## src/rtl/hvac_actuator_ctrl.sv

```systemverilog
// -----------------------------------------------------------------------------
// hvac_actuator_ctrl
//
// Takes the heat/cool requests from the air-conditioning controller and drives
// the physical heater, compressor and fan enables. The block protects the plant:
//   - once started, a heater or compressor run lasts at least MIN_ON cycles;
//   - every run is followed by MIN_OFF cycles of LOCKOUT, with all requests
//     ignored, before anything may start again;
//   - the fan keeps running for the first FAN_RUNON cycles of LOCKOUT;
//   - heater and compressor are mutually exclusive. A change of mode always
//     goes through LOCKOUT and then OFF.
// Simultaneous heat and cool requests are flagged on req_conflict, and in OFF
// they start nothing.
//
// Ports
//   clk          in   system clock, rising edge
//   rst_n        in   asynchronous active-low reset
//   heating      in   heat request
//   cooling      in   cool request
//   heater_on    out  heater enable (registered, high only in HEAT)
//   cooler_on    out  compressor enable (registered, high only in COOL)
//   fan_on       out  fan enable (registered)
//   req_conflict out  registered heating & cooling
//   state        out  FSM state: OFF=0, HEAT=1, COOL=2, LOCKOUT=3
// -----------------------------------------------------------------------------
module hvac_actuator_ctrl #(
  parameter int unsigned MIN_ON    = 4,
  parameter int unsigned MIN_OFF   = 3,
  parameter int unsigned FAN_RUNON = 2,
  parameter int unsigned CNT_W     = 8
) (
  input  logic       clk,
  input  logic       rst_n,
  input  logic       heating,
  input  logic       cooling,
  output logic       heater_on,
  output logic       cooler_on,
  output logic       fan_on,
  output logic       req_conflict,
  output logic [1:0] state
);

  // ---------------------------------------------------------------------------
  // Parameter sanity: reject configurations the timer cannot represent.
  // ---------------------------------------------------------------------------
  if (MIN_ON < 1)                 begin : g_bad_min_on   $error("MIN_ON must be >= 1");           end
  if (MIN_OFF < 1)                begin : g_bad_min_off  $error("MIN_OFF must be >= 1");          end
  if (FAN_RUNON > MIN_OFF)        begin : g_bad_runon    $error("FAN_RUNON must be <= MIN_OFF");  end
  if ((MIN_ON  >> CNT_W) != 0)    begin : g_wide_min_on  $error("MIN_ON does not fit in CNT_W");  end
  if ((MIN_OFF >> CNT_W) != 0)    begin : g_wide_min_off $error("MIN_OFF does not fit in CNT_W"); end

  // ---------------------------------------------------------------------------
  // State encoding (fixed: visible on the state port).
  // ---------------------------------------------------------------------------
  localparam logic [1:0] ST_OFF     = 2'd0;
  localparam logic [1:0] ST_HEAT    = 2'd1;
  localparam logic [1:0] ST_COOL    = 2'd2;
  localparam logic [1:0] ST_LOCKOUT = 2'd3;

  // Thresholds resized once to the timer width so every compare is same-width.
  localparam logic [CNT_W-1:0] MIN_ON_C    = CNT_W'(MIN_ON);
  localparam logic [CNT_W-1:0] MIN_OFF_C   = CNT_W'(MIN_OFF);
  localparam logic [CNT_W-1:0] FAN_RUNON_C = CNT_W'(FAN_RUNON);
  localparam logic [CNT_W-1:0] TIMER_ONE   = CNT_W'(1);
  localparam logic [CNT_W-1:0] TIMER_MAX   = {CNT_W{1'b1}};

  // ---------------------------------------------------------------------------
  // Registers
  // ---------------------------------------------------------------------------
  logic [1:0]       state_q,    state_d;
  logic [CNT_W-1:0] timer_q,    timer_d;
  logic             heater_q,   heater_d;
  logic             cooler_q,   cooler_d;
  logic             fan_q,      fan_d;
  logic             conflict_q, conflict_d;

  // The timer counts cycles spent in the current state. It saturates instead
  // of wrapping, so a very long run still reads as having met MIN_ON.
  logic [CNT_W-1:0] timer_inc;
  assign timer_inc = (timer_q == TIMER_MAX) ? timer_q : timer_q + TIMER_ONE;

  // ---------------------------------------------------------------------------
  // Next-state and timer
  // ---------------------------------------------------------------------------
  always_comb begin
    // NOTE: every always_comb output gets a default before the case, so no
    // path leaves it unassigned and no latch is inferred.
    state_d = state_q;
    timer_d = timer_inc;

    unique case (state_q)
      ST_OFF: begin
        timer_d = '0;
        // Both requests at once are a conflict: start neither.
        if (heating && !cooling) begin
          state_d = ST_HEAT;
          timer_d = TIMER_ONE;
        end else if (cooling && !heating) begin
          state_d = ST_COOL;
          timer_d = TIMER_ONE;
        end
      end

      // In a run only the matching request matters. The run ends once the
      // request has dropped and MIN_ON cycles have elapsed.
      ST_HEAT: begin
        if (!heating && (timer_q >= MIN_ON_C)) begin
          state_d = ST_LOCKOUT;
          timer_d = TIMER_ONE;
        end
      end

      ST_COOL: begin
        if (!cooling && (timer_q >= MIN_ON_C)) begin
          state_d = ST_LOCKOUT;
          timer_d = TIMER_ONE;
        end
      end

      // LOCKOUT ignores all requests. Anything still asserted is picked up in
      // OFF, which guarantees at least one idle cycle between runs.
      ST_LOCKOUT: begin
        if (timer_q >= MIN_OFF_C) begin
          state_d = ST_OFF;
          timer_d = '0;
        end
      end

      default: begin
        state_d = ST_OFF;
        timer_d = '0;
      end
    endcase
  end

  // ---------------------------------------------------------------------------
  // Output decode
  // ---------------------------------------------------------------------------
  // Outputs are decoded from the next state/timer and registered. An enable
  // therefore changes on the same edge as the state, with no extra cycle of
  // latency.
  always_comb begin
    heater_d   = (state_d == ST_HEAT);
    cooler_d   = (state_d == ST_COOL);
    // The timer reads 1 on the first LOCKOUT cycle, so "timer <= FAN_RUNON"
    // covers exactly the first FAN_RUNON cycles. FAN_RUNON = 0 gives no run-on.
    fan_d      = (state_d == ST_HEAT) || (state_d == ST_COOL) ||
                 ((state_d == ST_LOCKOUT) && (timer_d <= FAN_RUNON_C));
    conflict_d = heating & cooling;
  end

  // ---------------------------------------------------------------------------
  // State registers
  // ---------------------------------------------------------------------------
  // NOTE: sequential state uses non-blocking assignments. All registers then
  // update together from values sampled before the edge, whatever order the
  // blocks are evaluated in.
  always_ff @(posedge clk or negedge rst_n) begin
    if (!rst_n) begin
      state_q    <= ST_OFF;
      timer_q    <= '0;
      heater_q   <= 1'b0;
      cooler_q   <= 1'b0;
      fan_q      <= 1'b0;
      conflict_q <= 1'b0;
    end else begin
      state_q    <= state_d;
      timer_q    <= timer_d;
      heater_q   <= heater_d;
      cooler_q   <= cooler_d;
      fan_q      <= fan_d;
      conflict_q <= conflict_d;
    end
  end

  assign heater_on    = heater_q;
  assign cooler_on    = cooler_q;
  assign fan_on       = fan_q;
  assign req_conflict = conflict_q;
  assign state        = state_q;

endmodule

```

## config.mk

```make
export PLATFORM = sky130hd
export DESIGN_NAME = hvac_actuator_ctrl
export DESIGN_NICKNAME = d
export VERILOG_FILES = /design/src/rtl/hvac_actuator_ctrl.sv
export SDC_FILE = /design/constraint.sdc
export NUM_CORES = 1
export LEC_CHECK = 0
export ABC_CLOCK_PERIOD_IN_PS = 3960
export BUFFER_PORTS_ARGS = -buffer_cell sky130_fd_sc_hd__buf_2
export CAP_MARGIN = 0
export CORE_MARGIN = 2
export CORE_UTILIZATION = 39
export DETAILED_ROUTE_END_ITERATION = 8
export GPL_ROUTABILITY_DRIVEN = 0
export MAX_ROUTING_LAYER = met4
export PLACE_DENSITY = 0.67
export SETUP_SLACK_MARGIN = 0.3
export SLEW_MARGIN = 25
export SYNTH_ARGS = -nofsm -noshare
export SYNTH_HDL_FRONTEND = slang
export SYNTH_SLANG_ARGS = --single-unit
```

## constraint.sdc

```tcl
create_clock -name clk -period 3.96 [get_ports clk]
set_input_delay 0.594 -clock clk [delete_from_list [all_inputs] [get_ports clk]]
set_output_delay 0.594 -clock clk [all_outputs]
set_load 0.02 [all_outputs]
```

==> results of run 1 <==
==> Yosys cell counts, drive strengths merged (2+ instances only) <==
cell / number
a211oi: 2
a21oi: 3
and3: 2
buf: 3
dfrtp: 14
ha: 8
inv: 7
nand2: 6
nand3: 3
nor2: 15
nor3: 4
o211ai: 3
o21ai: 5
or2: 2
or3: 3
==> power breakdown <==
part	total, uW	internal (uW)	switching (uW)
registers	249	188	61.2
clock network	103	55.9	46.9
logic	315	131	183
total	667	375	291
==> critical path, stage by stage (launching register included) <==
cell and delay, ns:
sky130_fd_sc_hd__dfrtp_1 0.44, sky130_fd_sc_hd__ha_1 0.28, sky130_fd_sc_hd__or4_4 0.56, sky130_fd_sc_hd__nor2_1 0.10, sky130_fd_sc_hd__nand2_1 0.05, sky130_fd_sc_hd__and3_1 0.21, sky130_fd_sc_hd__inv_1 0.10, sky130_fd_sc_hd__ha_1 0.18
sky130_fd_sc_hd__o211ai_1 0.09, sky130_fd_sc_hd__o211ai_1 0.18
==> registers in the layout, summed over array words and instances (netlist names) <==
| signal | count |
|---|---|
| heater_on | 1 |
| fan_on | 1 |
| req_conflict | 1 |
| timer_q | 8 |
| state | 2 |
| cooler_on | 1 |
==> worst paths after layout <==
kind / start / to / slack (ns) / depth (start not counted)
setup / recovery: timer_q[0] / fan_on / 1.69 / 9
hold / removal: rst_n / heater_on / 0.19 / 1
setup reg to reg: timer_q[0] / fan_on / 1.69 / 9
hold reg to reg: timer_q[3] / timer_q[3] / 0.63 / 1
max in group asynchronous: rst_n / timer_q[4] / 3.53 / 1
min in group clk: cooling / req_conflict / 0.60 / 2
==> layer usage <==
metal / up-vias / share of wire
li1: 355 / -
met5: - / 0
met4: 0 / 0
met3: 0 / 0.058
met2: 18 / 0.49
met1: 332 / 0.45
==> cell type report <==
type                       instances  area (sq um)  area share
sequential                        14           350       0.364
inverter                           7          26.3      0.0273
clock buffer                       4          36.3      0.0377
multi-input combinational         71           469       0.488
tap                               28          35.0      0.0364
timing repair buffer               9          45.0      0.0468
==> stage by stage <==
stage | cells | setup slack [ns] | hold WS [ns] | utilization | area, sq um
final | 133 | 1.69 | 0.187 | 0.448 | 962
after global routing | 133 | 1.49 | 0.199 | 0.448 | 962
after CTS | 133 | 1.68 | 0.193 | 0.448 | 962
after detailed placement | 129 | 1.70 | 0.508 | 0.431 | 926
after global placement | 129 | 1.75 | 0.509 | 0.431 | 926
after floorplan | 95 | 1.86 | 0.298 | - | 867
==> logic make-up after synthesis <==
kind of cell,count (synthesis)
adders and majority gates,8
xor gates and xnor gates,1
muxes,1
and+or+nand+nor,43
AOI/OAI and AO/OA,18
buffers and inverters,10
DFF,14
==> metrics, run 1 <==
fraction of synthesized cell area taken by the top area cell type 0.404; drt pass-1 iters 4; DRC Markers 0; diodes inserted 0; highest achievable clock rate 0.440 GHz; post-synthesis mux area share 0.0115; top library cells by usage in the layout, fill and taps aside sky130_fd_sc_hd__nor2_1 (15), sky130_fd_sc_hd__dfrtp_1 (14), sky130_fd_sc_hd__buf_2 (9); max capacitance violation total 0; top cells by area, synth sky130_fd_sc_hd__dfrtp_1 (40%), sky130_fd_sc_hd__ha_1 (12%), sky130_fd_sc_hd__nor2_1 (6.5%), sky130_fd_sc_hd__inv_1 (3.0%), sky130_fd_sc_hd__o21ai_0 (2.9%); simple logic cell fraction of the synthesized area 0.254; largest family of logic cells by synthesized area simple AND/OR/NAND/NOR gates; die height 51.2 um; xor/xnor share of the synthesized area 0.0101; Die Wd 51.2 um; Post-CTS Hold Fix Bufs 0; post-route setup TNS 0 ns; total leakage power 0.000434 uW; final routed wirelength across all metal layers 1560 um; required time at the endpoint of the critical path 4.16 ns; maximum number of pins on one net before global-route repair 15; average vias per placed instance 5.30; worst max-slew margin expressed relative to the limit 0.711; Synth warnings 0; number of DRC violations after detailed-routing iteration 0 15; number of gates given a new drive strength after cts 0; clock tree from TritonCTS done; met2 routing resource usage after global routing 0.242; ratio of cells with drive above 1 in the final layout 0.181; die outline area 0.00262 sq mm; launching element type of the critical path flop; via total after detailed routing 705; most frequent standard cell in the layout excluding fill and tap cells sky130_fd_sc_hd__nor2_1; GRT Util Overall 0.153; clock latency on the worst-skew pair 0.28 ns; antenna violations before repair 0; result of the run finished, final reports clean; HPWL after DPL 1180 um; Post-Synth Adder-Cell Area 0.115; path category of the worst min-delay check in -> async; antenna-violating nets left 0; number of buffers inserted during clock tree synthesis 3; cell area power density 693 mW/mm^2; most used flip-flop cell after synthesis sky130_fd_sc_hd__dfrtp_1; top-level I/O count 10; Cells after Synth 95; largest area contributor in the netlist sky130_fd_sc_hd__dfrtp_1; endpoints failing hold 0; critical path fanouts, max 7; post-synthesis area per instance 9.13 sq um; Max VDD drop 0.294 mV; vias in the first global route 683; kind of critical path reg -> reg; growth of design area from synthesis to finish 11.0%; CTS Buffer Depth 2; initial core utilization 0.404; WL per Instance 11.7 um; row count 17; endpoint class of the critical path flop; clock-pin slew of the registers on the worst-case setup and hold paths 0.09 ns; final worst clock skew 0.00578 ns; part of the cycle the worst path needs 0.573; Synth async-reset ratio 1.00; Syn Nets 107; filler instances 217; count of pins over their slew limit 0; final critical path time including I/O delays and setup 2.27 ns; Syn Std Cell Area 867 sq um; number of enable-type register cells in the synthesized netlist 0; total congestion overflow 0; root buf cell sky130_fd_sc_hd__clkbuf_4; Power, Total 667 uW; buffer count from post-CTS setup fixing 0; unrepaired setup endpoints after global routing false; arrival time worst endpoint 2.47 ns; measured slew at the worst slew-check pin 0.434 ns; gr busiest metal met2; Core Area 0.00215 sq mm; share of synthesized area occupied by flip-flops and latches 0.404; flip-flop and latch count after synthesis 14; synth unique cells 32; global-route track usage on met1 0.175; number of nets at the end of the flow 118; met3 Track Usage GR 0.0585; number of buffers added on ports 9; wire length of the first global-routing pass 2890 um; synthesized-area fraction occupied by ao, oa, aoi and oai cells 0.150; deepest level of the CTS H-tree 1; number of sinks on the clock net 14; Setup Viol. Count Final 0
Power figures use the tool's default switching activity.
==> run 2: changes to the inputs <==
--- a/config.mk
+++ b/config.mk
@@ -5,7 +5,7 @@
 export SDC_FILE = /design/constraint.sdc
 export NUM_CORES = 1
 export LEC_CHECK = 0
-export ABC_CLOCK_PERIOD_IN_PS = 3960
+export ABC_CLOCK_PERIOD_IN_PS = 2300
 export BUFFER_PORTS_ARGS = -buffer_cell sky130_fd_sc_hd__buf_2
 export CAP_MARGIN = 0
 export CORE_MARGIN = 2
==> constraint.sdc (replaced) <==
create_clock -name clk -period 2.3 [get_ports clk]
set_input_delay 0.345 -clock clk [delete_from_list [all_inputs] [get_ports clk]]
set_output_delay 0.345 -clock clk [all_outputs]
set_load 0.02 [all_outputs]
==> metrics, run 2 (synthesis results as in run 1) <==
result of the run finished, final reports clean (unchanged); number of instances in the placed design 130 (was 129); endpoint class of the critical path flop (unchanged); count of pins over their slew limit 0 (unchanged); largest stage delay on the critical path 0.43 ns (was 0.56 ns); Crit-path slowest cell sky130_fd_sc_hd__or4_4 (unchanged); top-level I/O count 10 (unchanged); cell area power density 1190 mW/mm^2 (was 693 mW/mm^2); placement-stage worst setup slack 0.161 ns (was 1.70 ns); clock network power share 0.108 (was 0.154); Crit Reg-Reg Startpoint timer_q[1] (was timer_q[0]); cell internal pwr 713 uW (was 375 uW); final worst clock skew 0.00109 ns (was 0.00578 ns); drt pass-1 iters 4 (unchanged); part of the cycle the worst path needs 0.845 (was 0.573); endpoints failing hold 0 (unchanged); DRC Markers 0 (unchanged); met3 Track Usage GR 0.0263 (was 0.0585); HPWL after DPL 1160 um (was 1180 um); post-route setup TNS 0 ns (unchanged); Power, Total 1270 uW (was 667 uW); wire length of the first global-routing pass 2950 um (was 2890 um); max reg flops 8 (unchanged); antenna violations before repair 0 (unchanged); diodes inserted 0 (unchanged); ratio of cells with drive above 1 in the final layout 0.316 (was 0.181); sequential cell fraction of total power 0.324 (was 0.374); launching element type of the critical path flop (unchanged); arrival time worst endpoint 2.15 ns (was 2.47 ns); total leakage power 0.000472 uW (was 0.000434 uW); worst path bufs/invs 0 (was 1); clock-pin slew of the registers on the worst-case setup and hold paths 0.08 ns (was 0.09 ns); final routed wirelength across all metal layers 1720 um (was 1560 um); Max VDD drop 0.732 mV (was 0.294 mV); Logic pwr share 0.567 (was 0.472); Worst Hold Slack 0.341 ns (was 0.187 ns); CP startpoint timer_q[1] (was timer_q[0]); most flop-heavy register timer_q (unchanged); met2 routing resource usage after global routing 0.227 (was 0.242); final critical path time including I/O delays and setup 1.94 ns (was 2.27 ns); WL per Instance 12.1 um (was 11.7 um); die height 51.2 um (unchanged); antenna-violating nets left 0 (unchanged); highest achievable clock rate 0.515 GHz (was 0.440 GHz); initial core utilization 0.404 (unchanged); number of nets at the end of the flow 128 (was 118); kind of critical path reg -> reg (unchanged); clock tree from TritonCTS done (unchanged); Switching Fraction 0.441 (was 0.437); Die Wd 51.2 um (unchanged); number of buffers added on ports 9 (unchanged); number of buffers inserted during clock tree synthesis 3 (unchanged); measured slew at the worst slew-check pin 0.447 ns (was 0.434 ns); global-route track usage on met1 0.213 (was 0.175); switching pwr 561 uW (was 291 uW); required time at the endpoint of the critical path 2.50 ns (was 4.16 ns); Core Area 0.00215 sq mm (unchanged); dominant delay contributor by cell family on the critical path compound AO/OA/AOI/OAI gates (was simple AND/OR/NAND/NOR gates); worst max-slew margin expressed relative to the limit 0.702 (was 0.711); average vias per placed instance 5.15 (was 5.30); top library cells by usage in the layout, fill and taps aside sky130_fd_sc_hd__nor2_1 (15), sky130_fd_sc_hd__dfrtp_1 (10), sky130_fd_sc_hd__buf_2 (9), sky130_fd_sc_hd__buf_4 (9) (was sky130_fd_sc_hd__nor2_1 (15), sky130_fd_sc_hd__dfrtp_1 (14), sky130_fd_sc_hd__buf_2 (9)); critical hold path startpoint cooling; most frequent standard cell in the layout excluding fill and tap cells sky130_fd_sc_hd__nor2_1 (unchanged); via total after detailed routing 732 (was 705); number of sinks on the clock net 14 (unchanged); unrepaired setup endpoints after global routing false (unchanged); Setup Viol. Count Final 0 (unchanged); filler instances 196 (was 217); CTS Buffer Depth 2 (unchanged); path category of the worst min-delay check in -> reg (was in -> async); gr busiest metal met2 (unchanged); die outline area 0.00262 sq mm (unchanged); number of DRC violations after detailed-routing iteration 0 25 (was 15); number of cells in the finished layout apart from fillers 142 (was 133); maximum number of pins on one net before global-route repair 15 (unchanged); slack of the critical path 0.357 ns (was 1.69 ns); critical path fanouts, max 3 (was 7); deepest level of the CTS H-tree 1 (unchanged); root buf cell sky130_fd_sc_hd__clkbuf_4 (unchanged); growth of design area from synthesis to finish 23.4% (was 11.0%); cell chain of the critical path ha_4 > or4_4 > o21ai_1 > a221o_1 > ha_4 > o211ai_1 > o211ai_1 (was ha_1 > or4_4 > nor2_1 > nand2_1 > and3_1 > inv_1 > ha_1 > o211ai_1 > o211ai_1); total congestion overflow 0 (unchanged); clock latency on the worst-skew pair 0.28 ns (about the same); max capacitance violation total 0 (unchanged); GRT Util Overall 0.160 (was 0.153); vias in the first global route 624 (was 683); row count 17 (unchanged)
-- run 2: cell types whose count changed in the layout (fill, tap and decap cells not counted), moves of 2 or more --
cell                      delta
sky130_fd_sc_hd__dfrtp_1     -4
sky130_fd_sc_hd__dfrtp_2     +4
sky130_fd_sc_hd__buf_4       +9
sky130_fd_sc_hd__ha_4        +2
sky130_fd_sc_hd__ha_1        -2
-- run 2: power groups by stage --
stage                     Combinational (uW)  Sequential, uW  Clock, uW
after detailed placement                 616             418          0
final                                    723             413        138
after global routing                     815             422        155
after global placement                   604             414          0
after floorplan                          441             436          0
after CTS                                718             404        147
-- run 2: worst paths after layout --
path                                end  slack, ns  depth (start not counted)
max                              fan_on       0.36                          7
min                        req_conflict       0.34                          2
max reg2reg                      fan_on       0.36                          7
min reg2reg                  timer_q[3]       0.57                          1
max in group asynchronous    timer_q[3]       1.56                          2
min in group asynchronous     cooler_on       0.48                          2
-- run 2: metrics by stage --
stage,instance area (sq um),util
after global routing,1070,0.498
after CTS,1040,0.483
final,1070,0.498
after detailed placement,953,0.444
after global placement,953,0.444
after floorplan,887,-
-- run 2: worst reg2reg max path, cell delays in order (launching register included) --
cell,delay [ns]
sky130_fd_sc_hd__dfrtp_1,0.42
sky130_fd_sc_hd__ha_4,0.17
sky130_fd_sc_hd__or4_4,0.43
sky130_fd_sc_hd__o21ai_1,0.16
sky130_fd_sc_hd__a221o_1,0.27
sky130_fd_sc_hd__ha_4,0.17
sky130_fd_sc_hd__o211ai_1,0.08
sky130_fd_sc_hd__o211ai_1,0.17
-- run 2: final cells by class --
cell class / count / area [sq um] / area share
sequential: 14 / 355 / 0.332
clock buffer: 3 / 22.5 / 0.0211
multi-input combinational: 71 / 505 / 0.473
timing repair buffer: 19 / 123 / 0.115
inverter: 7 / 28.8 / 0.0269
tap: 28 / 35.0 / 0.0327
-- run 2: per-layer routing --
layer  up-vias  wire length, um
met5         -                0
met4         0               42
met3         6               72
met2        19              784
met1       336              818
li1        371                -
-- run 2: timing repair --
| action | CTS | global route |
|---|---|---|
| hold buffers | 1 | 0 |
| pin swaps | 7 | 4 |
| buffers inserted | 5 | 3 |
| resized for setup | 4 | 4 |
| endpoints found under the hold margin | 14 | 0 |
| setup endpoints to repair | 2 | 2 |
==> run 3: changes to the inputs <==
--- a/config.mk
+++ b/config.mk
@@ -5,7 +5,7 @@
 export SDC_FILE = /design/constraint.sdc
 export NUM_CORES = 1
 export LEC_CHECK = 0
-export ABC_CLOCK_PERIOD_IN_PS = 2300
+export ABC_CLOCK_PERIOD_IN_PS = 1700
 export BUFFER_PORTS_ARGS = -buffer_cell sky130_fd_sc_hd__buf_2
 export CAP_MARGIN = 0
 export CORE_MARGIN = 2
@@ -13,7 +13,7 @@
 export DETAILED_ROUTE_END_ITERATION = 8
 export GPL_ROUTABILITY_DRIVEN = 0
 export MAX_ROUTING_LAYER = met4
-export PLACE_DENSITY = 0.67
+export PLACE_DENSITY = 0.69
 export SETUP_SLACK_MARGIN = 0.3
 export SLEW_MARGIN = 25
 export SYNTH_ARGS = -nofsm -noshare
==> constraint.sdc (replaced) <==
create_clock -name clk -period 1.7 [get_ports clk]
set_input_delay 0.255 -clock clk [delete_from_list [all_inputs] [get_ports clk]]
set_output_delay 0.255 -clock clk [all_outputs]
set_load 0.02 [all_outputs]
==> metrics, run 3 (synthesis results as in run 1) <==
switching pwr 809 uW (was 561 uW); kind of critical path reg -> reg (unchanged); slack of the critical path -0.276 ns (was 0.357 ns); post-route core utilization 0.543 (was 0.498); Setup Viol. Count Final 10 (was 0); highest achievable clock rate 0.506 GHz (was 0.515 GHz); unrepaired setup endpoints after global routing true (was false); placed cell area 0.00109 sq mm (was 953 sq um); antenna violations before repair 0 (unchanged); number of buffers inserted during clock tree synthesis 3 (unchanged); critical hold path startpoint cooling (unchanged); critical path fanouts, max 3 (unchanged); worst hold stages 2 (unchanged); launching element type of the critical path flop (unchanged); area of all sequential standard cells 350 sq um (was 355 sq um); clock tree from TritonCTS done (unchanged); Worst R2R Path Depth 7 (unchanged); ratio of cells with drive above 1 in the final layout 0.373 (was 0.316); measured slew at the worst slew-check pin 0.374 ns (was 0.447 ns); final design instance area without fill 0.00117 sq mm (was 0.00107 sq mm); filler instances 195 (was 196); clock-pin slew of the registers on the worst-case setup and hold paths 0.09 ns (was 0.08 ns); reg-to-reg endpoint fan_on (unchanged); DRC Markers 0 (unchanged); GRT Util Overall 0.184 (was 0.160); total leakage power 0.000542 uW (was 0.000472 uW); Die Wd 51.2 um (unchanged); CTS Buffer Depth 2 (unchanged); count of pins over their slew limit 0 (unchanged); clock network power share 0.125 (was 0.108); average vias per placed instance 5.06 (was 5.15); Switching Fraction 0.416 (was 0.441); violations in the final reports negative setup slack; drt pass-1 iters 3 (was 4); number of sinks on the clock net 14 (unchanged); number of buffers added on ports 9 (unchanged); result of the run finished, violations left (was finished, final reports clean); required time at the endpoint of the critical path 1.90 ns (was 2.50 ns); Worst R2R Setup Slack -0.28 ns (was 0.36 ns); WL per Instance 12.6 um (was 12.1 um); part of the cycle the worst path needs 1.16 (was 0.845); endpoint class of the critical path flop (unchanged); final worst clock skew 0.00146 ns (was 0.00109 ns); root buf cell sky130_fd_sc_hd__clkbuf_4 (unchanged); worst max-slew margin expressed relative to the limit 0.751 (was 0.702); maximum number of pins on one net before global-route repair 15 (unchanged); max capacitance violation total 0 (unchanged); vias in the first global route 829 (was 624); Worst Hold Slack 0.255 ns (was 0.341 ns); antenna-violating nets left 0 (unchanged); Power, Total 1940 uW (was 1270 uW); Max VDD drop 0.960 mV (was 0.732 mV); growth of design area from synthesis to finish 34.6% (was 23.4%); cell internal pwr 1130 uW (was 713 uW); total congestion overflow 0 (unchanged); top-level I/O count 10 (unchanged); clock latency on the worst-skew pair 0.28 ns (about the same); row count 17 (unchanged); HPWL after DPL 1510 um (was 1160 um); Hold EP req_conflict (unchanged); diodes inserted 0 (unchanged); deepest level of the CTS H-tree 1 (unchanged); initial core utilization 0.404 (unchanged); arrival time worst endpoint 2.18 ns (was 2.15 ns); via total after detailed routing 780 (was 732); Crit Reg-Reg Startpoint timer_q[1] (unchanged); most flop-heavy register timer_q (unchanged); die height 51.2 um (unchanged); max reg flops 8 (unchanged); Core Area 0.00215 sq mm (unchanged); path category of the worst min-delay check in -> reg (unchanged); endpoints failing hold 0 (unchanged); number of nets at the end of the flow 139 (was 128); final routed wirelength across all metal layers 1940 um (was 1720 um); sequential cell fraction of total power 0.253 (was 0.324); cell area power density 1670 mW/mm^2 (was 1190 mW/mm^2); number of DRC violations after detailed-routing iteration 0 4 (was 25); most frequent standard cell in the layout excluding fill and tap cells sky130_fd_sc_hd__buf_4 (was sky130_fd_sc_hd__nor2_1); area occupied by multi-input gates 508 sq um (was 505 sq um); die outline area 0.00262 sq mm (unchanged); top library cells by usage in the layout, fill and taps aside sky130_fd_sc_hd__buf_4 (19), sky130_fd_sc_hd__nor2_1 (15), sky130_fd_sc_hd__dfrtp_1 (14) (was sky130_fd_sc_hd__nor2_1 (15), sky130_fd_sc_hd__dfrtp_1 (10), sky130_fd_sc_hd__buf_2 (9), sky130_fd_sc_hd__buf_4 (9)); final critical path time including I/O delays and setup 1.98 ns (was 1.94 ns); wire length of the first global-routing pass 3480 um (was 2950 um); Logic pwr share 0.622 (was 0.567)
## run 3: layout make-up
class	count	area share
inverters	7	0.0247
multi-input cells	71	0.435
repair buffers	30	0.179
clock buffers	4	0.0311
flip-flops and latches	14	0.300
well taps	28	0.0300
## run 3: what timing repair did
action	in CTS	in global routing
buffers inserted	1	0
gates resized for setup	4	0
pin swaps	5	3
cloned	0	0
hold buffers	1	0
setup endpoints to repair	13	13
hold endpoints to repair	14	0
## run 3: worst max path at each step
| stage | start | slack (ns) | to | cells past startpoint |
|---|---|---|---|---|
| global placement | timer_q[1] | -0.22 | fan_on | 7 |
| floorplan | timer_q[1] | -0.25 | fan_on | 7 |
| CTS | timer_q[1] | -0.27 | fan_on | 7 |
| detailed placement | timer_q[1] | -0.29 | fan_on | 7 |
| global route | timer_q[1] | -0.36 | fan_on | 7 |
| finish | timer_q[1] | -0.28 | fan_on | 7 |
## run 3: per-stage QoR
| stage | instances | TNS (ns) | setup WS (ns) |
|---|---|---|---|
| 5_1_grt | 154 | -2.41 | -0.357 |
| 3_5_place_dp | 148 | -1.34 | -0.289 |
| 2_1_floorplan | 95 | -0.553 | -0.252 |
| 4_1_cts | 154 | -1.48 | -0.271 |
| 6_report | 154 | -1.50 | -0.276 |
| 3_3_place_gp | 148 | -0.893 | -0.221 |
## run 3: routing by layer
layer,global-route usage,wire (um),vias to the layer above
met5,-,0,-
met4,0.0676,38,0
met3,0.0409,69,6
met2,0.320,981,15
met1,0.204,851,362
li1,-,-,397
## run 3: power by group through the flow
stage,Combinational (uW),Sequential (uW),Clock (uW)
final,1210,492,243
after global routing,1350,501,256
after CTS,1210,494,252
after detailed placement,1130,500,0
after global placement,1090,495,0
after floorplan,612,590,0
## run 3: worst max-delay path: stages, from the launching register on
cell and delay [ns]:
sky130_fd_sc_hd__dfrtp_1 0.39, sky130_fd_sc_hd__ha_2 0.19, sky130_fd_sc_hd__or4_4 0.50, sky130_fd_sc_hd__o21ai_2 0.14
sky130_fd_sc_hd__a221o_1 0.22, sky130_fd_sc_hd__buf_4 0.14, sky130_fd_sc_hd__ha_1 0.22, sky130_fd_sc_hd__o211ai_1 0.08
